[config.mk]
export PLATFORM = sky130hd
export DESIGN_NAME = vectored_int_ctrl
export DESIGN_NICKNAME = d
export VERILOG_FILES = /design/src/rtl/vectored_int_ctrl.sv
export SDC_FILE = /design/constraint.sdc
export NUM_CORES = 1
export LEC_CHECK = 0
export ABC_AREA = 1
export ABC_CLOCK_PERIOD_IN_PS = 3000
export BUFFER_PORTS_ARGS = -buffer_cell sky130_fd_sc_hd__buf_4
export CAP_MARGIN = 20
export CORE_UTILIZATION = 48
export CTS_CLUSTER_SIZE = 30
export DETAILED_ROUTE_END_ITERATION = 12
export GPL_TIMING_DRIVEN = 0
export PLACE_DENSITY = 0.79
export REMOVE_ABC_BUFFERS = 1
export SLEW_MARGIN = 25
export SYNTH_ARGS = -nofsm -noshare
export SYNTH_HDL_FRONTEND = slang
export SYNTH_SLANG_ARGS = --single-unit
[constraint.sdc]
create_clock -name clk -period 3 [get_ports clk]
set_input_delay 0.3 -clock clk [delete_from_list [all_inputs] [get_ports clk]]
set_output_delay 0.3 -clock clk [all_outputs]
set_load 0.02 [all_outputs]
[src/rtl/vectored_int_ctrl.sv]
// rtl/vectored_int_ctrl.sv - multi-source vectored interrupt controller with mask, priority and EOI handshake
module vectored_int_ctrl #(
    parameter int NUM_IRQ   = 8,
    parameter int ID_W      = 3,
    parameter int EDGE_MODE = 1
) (
    input  logic               clk,
    input  logic               reset,
    input  logic [NUM_IRQ-1:0] irq,
    input  logic               int_ack,
    output logic               intr,
    input  logic               io_cs,
    input  logic               io_wr,
    input  logic               io_rd,
    input  logic [1:0]         addr,
    input  logic [31:0]        D_IN,
    output logic [31:0]        D_OUT,
    output logic [ID_W-1:0]    vec_id,
    output logic               in_service
);

    typedef enum logic [1:0] {IDLE, REQ, SERVICE} state_t;

    state_t             state;
    logic [NUM_IRQ-1:0] s1, s2, s3;
    logic [NUM_IRQ-1:0] pend_q;
    logic [NUM_IRQ-1:0] pending;
    logic [NUM_IRQ-1:0] mask;
    logic [NUM_IRQ-1:0] active;
    logic [NUM_IRQ-1:0] win_onehot;
    logic [NUM_IRQ-1:0] rise;
    logic [NUM_IRQ-1:0] clr;
    logic [ID_W-1:0]    winner;
    logic [31:0]        rd_data;
    logic               wr_mask, wr_clear, eoi, ack_take;
    logic               unused_d_in;

    assign unused_d_in = ^D_IN;

    assign wr_mask  = io_cs & io_wr & (addr == 2'd1);
    assign wr_clear = io_cs & io_wr & (addr == 2'd2);
    assign eoi      = io_cs & io_wr & (addr == 2'd3);

    // Level mode tracks the synchronised line directly; the latch is only used in edge mode.
    assign pending    = (EDGE_MODE != 0) ? pend_q : s2;
    assign active     = pending & mask;
    assign win_onehot = active & (~active + NUM_IRQ'(1));
    assign ack_take   = (state == REQ) && (active != '0) && int_ack;
    assign rise       = s2 & ~s3;
    assign clr        = (wr_clear ? D_IN[NUM_IRQ-1:0] : '0) | (ack_take ? win_onehot : '0);

    always_comb begin
        winner = '0;
        for (int i = NUM_IRQ - 1; i >= 0; i--) begin
            if (active[i]) winner = ID_W'(i);
        end
    end

    always_ff @(posedge clk or posedge reset) begin
        if (reset) begin
            s1     <= '0;
            s2     <= '0;
            s3     <= '0;
            pend_q <= '0;
            mask   <= '0;
        end else begin
            s1     <= irq;
            s2     <= s1;
            s3     <= s2;
            // A fresh edge beats any clear landing on the same cycle.
            pend_q <= rise | (pend_q & ~clr);
            if (wr_mask) mask <= D_IN[NUM_IRQ-1:0];
        end
    end

    always_ff @(posedge clk or posedge reset) begin
        if (reset) begin
            state      <= IDLE;
            intr       <= 1'b0;
            vec_id     <= '0;
            in_service <= 1'b0;
        end else begin
            case (state)
                IDLE: begin
                    if (active != '0) begin
                        state <= REQ;
                        intr  <= 1'b1;
                    end
                end
                REQ: begin
                    if (active == '0) begin
                        state <= IDLE;
                        intr  <= 1'b0;
                    end else if (int_ack) begin
                        state      <= SERVICE;
                        vec_id     <= winner;
                        intr       <= 1'b0;
                        in_service <= 1'b1;
                    end
                end
                SERVICE: begin
                    if (eoi) begin
                        state      <= IDLE;
                        in_service <= 1'b0;
                    end
                end
                default: begin
                    state <= IDLE;
                    intr  <= 1'b0;
                end
            endcase
        end
    end

    always_comb begin
        rd_data = '0;
        case (addr)
            2'd0: rd_data[NUM_IRQ-1:0] = pending;
            2'd1: rd_data[NUM_IRQ-1:0] = mask;
            2'd3: begin
                rd_data[31]       = in_service;
                rd_data[ID_W-1:0] = vec_id;
            end
            default: rd_data = '0;
        endcase
    end

    assign D_OUT = (io_cs && io_rd && !reset) ? rd_data : '0;

endmodule

# Yosys cells after proc, flatten, opt, wreduce, memory -nomap -nowiden
# Cells that the tools add are included.
# totals
ff_bits	47
output_inout_bits	37
wordCells	76
# op_classes
n_addsub	1
n_eq_ne	10
muxes	27
bitwise_logic	15
n_reduce_logical	14
# ops
op	n
$and 8x8->8	4
$mux 32	1
$mux 3	8
$not 8->8	3
$mux 8	2
$or 8x8->8	2
$pmux 5 s2	1
$pmux 3 s3	1
$reduce_and 3->1	3
$add 8x1->8 const B	1
$logic_not 8->1	1
$mux 2	4
$ne 2x2->1 const B	4
$reduce_bool 8->1	1
$mux 1	7
$eq 2x2->1 const B	3
$pmux 2 s3	1
$and 1x1->1	4
$eq 2x1->1 const B	2
$logic_and 1x1->1	4
$logic_not 2->1	2
$reduce_and 4->1	1
$ne 3x2->1 const B	1
$pmux 1 s3	1
other kinds (4)	5

# Logic depth before layout (Yosys ltp)
# Gate-level depths: netlist (run 1).
# depth
ltp_word	9
depth_mapped	9
ltp_nobuf	9

# Worst setup path before layout (run 1)
# Ideal clock, no wire load.
# synth_path
path_type	input to output
start	input reset
end	output D_OUT[3]
arrival_ns	2.170
slack_ns	0.530
stages	3
path_buffers	0
path_cell_list	inv_1 -> nand3_1 -> a21oi_1
# synth_via
elab_chain_len	3
# synth_rtl
element	line_no	rtl
from (decl)	8	input logic reset,
$logic_not 1->1	128	assign D_OUT = (io_cs && io_rd && !reset) ? rd_data : '0;
$logic_and 1x1->1	128	
$mux 32	128	
to (decl)	17	output logic [31:0] D_OUT,
# No other way between the ends.

# Worst setup path after layout (run 1)
# layout_path
start	input reset
end	output D_OUT[2]
# Same word-level chain as after synthesis.

==> flow_metrics.tcl, run 1 <==
set metrics [dict create \
    synthesis.yosys.warnings 0 \
    ys_seq_elements 47 \
    worst_ep_arrival_time_ns 1.73 \
    worst-setup-path-type "in -> out" \
    postCtsSetupRepairBufs 0 \
    mappedNetlistArea_um2 2200 \
    route.detailed.wl_per_inst_um 11.7 \
    routed-via-count 1641 \
    layout.nets 338 \
    total_switching_power_w 0.000608 \
    timing.max_slew.rel_slack 0.618 \
    max_freq_ghz 0.494 \
    worst_skew_pair.late_latency_ns 0.30 \
    tightest_slew_ns 0.572 \
    critPathMaxFanout 30 \
    clkPwrFrac 0.267 \
    die_y_um 69.8 \
    syn2layout_area_growth_pct 16.5 \
    routed_via_density 4.78 \
    cpPeakStageDelay_ns 0.31 \
    grt_start_max_net_pins 31 \
    reg2reg_setup_slack_ns 1.61 \
    worst-path-buf-inv 6 \
    slowest_cell_on_the_critical_path "inv_2" \
    core-area_um2 4380 \
    grt_setup_unrepaired "false" \
    cp.required_ns 2.70 \
    cts_resized 0 \
    maximum_number_of_buffers_from_clock_root_to_sink 2 \
    detailed_place_hpwl_um 2950 \
    wire_length_of_the_first_global_routing_pass_um 6780 \
    pwr_density_cell_nw_per_um2 692 \
    drt_drc_violations_left 0 \
    die_area_um2 4870 \
    report.final.slew_viol_count 0 \
    die_w_um 69.8 \
    cellInternalPower_w 0.00117 \
    critical_path.endpoint_type "output port" \
    share_comb_of_total_power 0.279 \
    clk_pin_slew_ns 0.09 \
    grt_antenna_before_repair 0 \
    grt_pass1_vias 1538 \
    leakagePower_nw 1.39 \
    fin_crit_sh 0.675 \
    tritoncts "yes" \
    max-cap-violations 0 \
    post_synth_inst_count 248 \
    clock_sinks 47 \
    timing.reg2reg.worst_path_depth 8 \
    syn-mean-instance-area_um2 8.88 \
    port_buffers 37 \
    drive_gt1_frac 0.223 \
    layout.core_utilization 0.585 \
    run_status "finished, violations left" \
    worstHoldPathType "in -> async" \
    ys_seq_area_frac 0.534 \
    antenna_left 0 \
    gp_congestion 0.809 \
    fin_worst_skew_ns 0.00478 \
    ioPinCount 85 \
    synth.lib_cells_used.distinct 23 \
    cell_at_the_root_of_the_clock_tree "clkbuf_8" \
    timing.final.setup_violations 0 \
    timing.rr.start "pend_q[2]" \
    seq_power_share 0.454 \
    worst_setup_path_start_kind "input pin" \
    cts-buffers-inserted 5 \
    timing.critical_path.cells "buf_4 > inv_2 > buf_12 > nand3_1 > inv_1 > nand2_1 > inv_1 > buf_4" \
    number_of_h_tree_levels 2 \
    fin_setup_tns_ns 0 \
    power.share.switching 0.342 \
    placementRows 24 \
    period_needed_ns 2.03 \
    drt_iter0_drc 114 \
    grt.total_usage 0.180 \
    detailedRoute.firstPassIterationCount 4 \
    initial_cell_density_of_the_core 0.503 \
    detail_route.wirelength_um 4020 \
    hold_viol 18 \
    number_of_buffers_added_to_fix_hold_violations_after_cts 0 \
    violations_in_the_final_reports "hold timing" \
    diodes_inserted 0 \
    r2r_end "vec_id[0]" \
    hold_slack_ns -0.0127 \
    vdd_ir_drop_max_mv 0.335 \
    path_delay_family "buffers and inverters" \
    overflow 0 \
]
[sequential cells by signal, indices dropped and copies added, names as in the netlist]
signal	count
mask	8
pend_q	8
s1	8
s2	8
s3	8
vec_id	3
state	2
in_service	1
intr	1
[kinds of logic (layout without fill, tap and decap cells)]
family,count (synthesis),after routing,share of synthesized area
AND/OR/NAND/NOR,103,103,0.210
other,1,23,0.00170
AO/OA/AOI/OAI,36,36,0.103
buffers and inverters,61,82,0.152
flip-flops,47,47,0.534
[metrics by stage]
step	total power [W]	instances	cell area, um2	hold slack [ns]	setup slack (ns)
finish	0.00178	343	2570	-0.0127	0.974
global route	0.00189	343	2570	0.00908	0.759
CTS	0.00179	343	2570	0.000997	0.913
detailed placement	0.00131	335	2450	0.334	0.915
global placement	0.00129	334	2430	0.332	-0.264
floorplan	0.00116	245	2090	0.331	0.530
[power groups by stage]
| stage | Combinational [W] | Clock (W) | Sequential, W |
|---|---|---|---|
| floorplan | 0.000322 | 0 | 0.000836 |
| global placement | 0.000478 | 0 | 0.000811 |
| detailed placement | 0.000497 | 0 | 0.000817 |
| CTS | 0.000499 | 0.000486 | 0.000804 |
| global route | 0.000556 | 0.000511 | 0.000819 |
| finish | 0.000496 | 0.000474 | 0.000806 |
[cell usage after synthesis]
cell,instances,area [um2]
nor2_2,1,6.26
nand2_4,1,11.3
nand4_1,2,12.5
inv_1,36,135
buf_6,1,11.3
nor2_1,8,30.0
nor2_4,2,22.5
buf_8,1,15.0
o21bai_2,5,56.3
nand2_2,7,43.8
o22ai_1,1,6.26
a21oi_1,7,35.0
nand3_1,12,60.1
o21ai_0,18,90.1
buf_4,23,173
dfrtp_1,47,1180
nand2_1,69,259
o211ai_1,1,7.51
conb_1,1,3.75
o31ai_1,1,7.51
nand3_4,1,17.5
o21bai_1,2,15.0
o21ai_2,1,8.76
[routing by layer]
metal / GRT usage / vias up / share of wire
li1: - / 805 / -
met1: 0.221 / 767 / 0.41
met2: 0.305 / 63 / 0.51
met3: 0.0494 / 6 / 0.061
met4: 0.0600 / 0 / 0.013
met5: 0 / - / 0
[worst max path at each step]
stage          startpoint       end  slack (ns)  cells past startpoint
4_1_cts             reset  D_OUT[2]        0.91                      8
3_3_place_gp        reset  D_OUT[3]       -0.26                      5
5_1_grt             reset  D_OUT[2]        0.76                      8
3_5_place_dp        reset  D_OUT[2]        0.92                      8
6_report            reset  D_OUT[2]        0.97                      8
2_1_floorplan       reset  D_OUT[3]        0.53                      3
[cells in the final DEF, fill, tap and decap left out, drive strengths merged]
cell type,synthesis,final
nand2,77,77
dfrtp,47,47
buf,25,38
inv,36,37
conb,1,23
o21ai,19,19
nand3,13,13
nor2,11,11
a21oi,7,7
o21bai,7,7
clkbuf,0,5
nand4,2,2
o211ai,1,1
o22ai,1,1
o31ai,1,1
bufinv,0,1
clkinv,0,1
[final cells by class]
cell class | instances | area [um2]
repair buffers | 38 | 298
flip-flops and latches | 47 | 1180
multi-input cells | 162 | 776
well taps | 52 | 65.1
clock inverters | 3 | 47.5
fillers | 411 | 1820
inverters | 36 | 135
clock buffers | 5 | 68.8
No activity file was read; power rests on OpenSTA's default activity.
==> inputs of run 2 (changes only) <==
--- a/config.mk
+++ b/config.mk
@@ -5,15 +5,15 @@
 export SDC_FILE = /design/constraint.sdc
 export NUM_CORES = 1
 export LEC_CHECK = 0
-export ABC_AREA = 1
-export ABC_CLOCK_PERIOD_IN_PS = 3000
+export ABC_AREA = 0
+export ABC_CLOCK_PERIOD_IN_PS = 2000
 export BUFFER_PORTS_ARGS = -buffer_cell sky130_fd_sc_hd__buf_4
 export CAP_MARGIN = 20
 export CORE_UTILIZATION = 48
 export CTS_CLUSTER_SIZE = 30
 export DETAILED_ROUTE_END_ITERATION = 12
 export GPL_TIMING_DRIVEN = 0
-export PLACE_DENSITY = 0.79
+export PLACE_DENSITY = 0.8
 export REMOVE_ABC_BUFFERS = 1
 export SLEW_MARGIN = 25
 export SYNTH_ARGS = -nofsm -noshare
==> constraint.sdc (replaced) <==
create_clock -name clk -period 2 [get_ports clk]
set_input_delay 0.2 -clock clk [delete_from_list [all_inputs] [get_ports clk]]
set_output_delay 0.2 -clock clk [all_outputs]
set_load 0.02 [all_outputs]
==> run 2 against run 1 <==
Effect of this change: hold slack improved by 0.026 ns; setup slack lost 0.65 ns; routed wire length fell by 7.4%; critical path depth decreased by 4; synthesized cell count decreased by 25%; register-to-register slack worse by 1.3 ns; critical path type is now reg -> reg; core utilization rose by 2.8 points; clock power is 11% higher; the flow now finishes without violations; die area fell by 4.6%.
==> flow_metrics.tcl, run 2 <==
set metrics [dict create \
    detailed_place.area_um2 2340 \
    die_area_um2 4640 \
    tightest_slew_ns 0.763 \
    routed-via-count 1448 \
    timing.rr.start "state[1]" \
    worstHoldPathType "in -> reg" \
    period_needed_ns 1.68 \
    post_synth_inst_count 185 \
    multiInputGateArea_um2 758 \
    grt.total_usage 0.178 \
    slowest_cell_on_the_critical_path "and3b_1" \
    grt_antenna_before_repair 0 \
    synth_top_area_cell "dfrtp_1" \
    path_delay_family "simple AND/OR/NAND/NOR gates" \
    routed_via_density 5.12 \
    timing.reg2reg.worst_path_depth 4 \
    number_of_h_tree_levels 2 \
    most_common_flop_cell_mapped_by_yosys "dfrtp_1" \
    timing.critical_path.cells "and3b_1 > and3_4 > nand4_1 > a32o_1" \
    tritoncts "yes" \
    detail_route.wirelength_um 3730 \
    syn2layout_area_growth_pct 19.4 \
    grt_start_max_net_pins 31 \
    clock_sinks 47 \
    hold_depth 1 \
    synth.lib_cells_used.distinct 29 \
    syn-mean-instance-area_um2 11.3 \
    ys_top_cells_by_count "dfrtp_1, buf_4, nand2_1" \
    seq_power_share 0.517 \
    route.detailed.wl_per_inst_um 13.2 \
    worst_setup_path_start_kind "flop" \
    initial_cell_density_of_the_core 0.513 \
    drt_drc_violations_left 0 \
    fin_setup_tns_ns 0 \
    critPathMaxFanout 11 \
    worst-path-buf-inv 0 \
    clkPwrFrac 0.212 \
    mappedNetlistArea_um2 2100 \
    synth_enable_flop_cells 0 \
    power.share.switching 0.330 \
    r2r_end "pend_q[7]" \
    pwr_density_cell_nw_per_um2 994 \
    run_status "finished, final reports clean" \
    drt_iter0_drc 131 \
    cell_at_the_root_of_the_clock_tree "clkbuf_8" \
    n_fill_cell 349 \
    synth_area_leaders "dfrtp_1, buf_4, mux2_2, mux2i_1, a32o_1" \
    reg2reg_setup_slack_ns 0.32 \
    ys_seq_area_frac 0.561 \
    ioPinCount 85 \
    most_instantiated_library_cell_after_synthesis "dfrtp_1" \
    layout.nets 280 \
    fin_worst_skew_ns 0.00651 \
    hold_viol 0 \
    cellInternalPower_w 0.00167 \
    synthesis.yosys.warnings 0 \
    ff_latch_area_um2 1180 \
    cp.required_ns 2.19 \
    most-common-layout-cells "dfrtp_1, buf_4, conb_1" \
    mostFrequentLayoutCell "dfrtp_1" \
    maximum_number_of_buffers_from_clock_root_to_sink 2 \
    share_comb_of_total_power 0.270 \
    yosysTopAreaCellShare 0.561 \
    worst_skew_pair.late_latency_ns 0.29 \
    max-cap-violations 0 \
    layout.core_utilization 0.613 \
    diodes_inserted 0 \
    critical_path.endpoint_type "flop" \
    grt_setup_unrepaired "false" \
    cpPeakStageDelay_ns 0.49 \
    gp_congestion 0.743 \
    leakagePower_nw 1.19 \
    drive_gt1_frac 0.253 \
    cts-buffers-inserted 5 \
    worst_ep_arrival_time_ns 1.86 \
    timing.final.setup_violations 0 \
    die_y_um 68.1 \
    timing.max_slew.rel_slack 0.489 \
    port_buffers 37 \
    wire_length_of_the_first_global_routing_pass_um 5840 \
    overflow 0 \
    ys_async_sr_fraction 1.00 \
    report.final.slew_viol_count 0 \
    grt_pass1_vias 1281 \
    holdPathEnd "s1[5]" \
    postCtsSetupRepairBufs 0 \
    fin_crit_sh 0.838 \
    total_switching_power_w 0.000821 \
    final_design_area_no_fill_um2 2500 \
    detailedRoute.firstPassIterationCount 5 \
    p_total_w 0.00249 \
    ys_seq_elements 47 \
    vdd_ir_drop_max_mv 0.645 \
    die_w_um 68.1 \
    detailed_place_hpwl_um 2670 \
    antenna_left 0 \
    worst_hold_startpoint "irq[5]" \
    placementRows 23 \
    max_freq_ghz 0.597 \
    core-area_um2 4090 \
    clk_pin_slew_ns 0.08 \
    worst-setup-path-type "reg -> reg" \
]
run 2: cell types whose count changed after synthesis, moves of 3 or more:
| cell | previous run | this run |
|---|---|---|
| a31oi_1 | 0 | 3 |
| a32o_1 | 0 | 7 |
| buf_2 | 0 | 5 |
| inv_1 | 36 | 13 |
| mux2_2 | 0 | 8 |
| mux2i_1 | 0 | 8 |
| nand2_1 | 69 | 17 |
| nand2_2 | 7 | 0 |
| nor2_1 | 8 | 13 |
| o21ai_0 | 18 | 4 |
| o21bai_2 | 5 | 0 |
run 2: worst max-delay path by stage:
stage | cells after the start | to | from
after floorplan | 4 | D_OUT[3] | reset
after global placement | 6 | D_OUT[3] | reset
after detailed placement | 6 | D_OUT[5] | reset
after CTS | 4 | pend_q[7] | state[1]
after global routing | 4 | pend_q[7] | state[1]
final | 4 | pend_q[7] | state[1]
run 2: final cells by class:
cell class / instances / share of cell area
tap: 50 / 0.0250
clock inverter: 1 / 0.00200
multi-input combinational: 119 / 0.303
timing repair buffer: 46 / 0.151
sequential: 47 / 0.470
clock buffer: 7 / 0.0305
inverter: 13 / 0.0195
run 2: power by group through the flow:
stage | combinational, W | clock, W | sequential [W]
floorplan | 0.000402 | 0 | 0.00132
global placement | 0.000636 | 0 | 0.00129
finish | 0.000674 | 0.000528 | 0.00129
global route | 0.000744 | 0.000585 | 0.00131
CTS | 0.000669 | 0.000544 | 0.00129
detailed placement | 0.000662 | 0 | 0.00131
run 2: cell families after synthesis:
| family | Yosys count | synth area share |
|---|---|---|
| AND/OR/NAND/NOR | 51 | 0.123 |
| flip-flops | 47 | 0.561 |
| buffers and inverters | 41 | 0.117 |
| AO/OA/AOI/OAI | 28 | 0.111 |
| multiplexers | 17 | 0.0865 |
| other | 1 | 0.00179 |
run 2: routing by layer:
metal | share of wire | GRT usage | up-vias
li1 | - | - | 690
met1 | 0.44 | 0.223 | 700
met2 | 0.49 | 0.297 | 53
met3 | 0.061 | 0.0450 | 5
met4 | 0.013 | 0.0625 | 0
met5 | 0 | 0 | -
run 2: stage by stage:
step                      setup slack [ns]  hold WS [ns]  cells
after floorplan                     -0.348         0.231    179
after global placement              -0.945         0.309    266
after detailed placement             0.242         0.225    267
after CTS                            0.335       0.00277    277
after global routing                 0.245      0.000381    283
final                                0.324        0.0133    283
run 2: what timing repair did:
item / 4_1_cts / 5_1_grt
hold buffers: 2 / 6
gates resized for setup: 0 / 0
hold endpoints to repair: 17 / 6
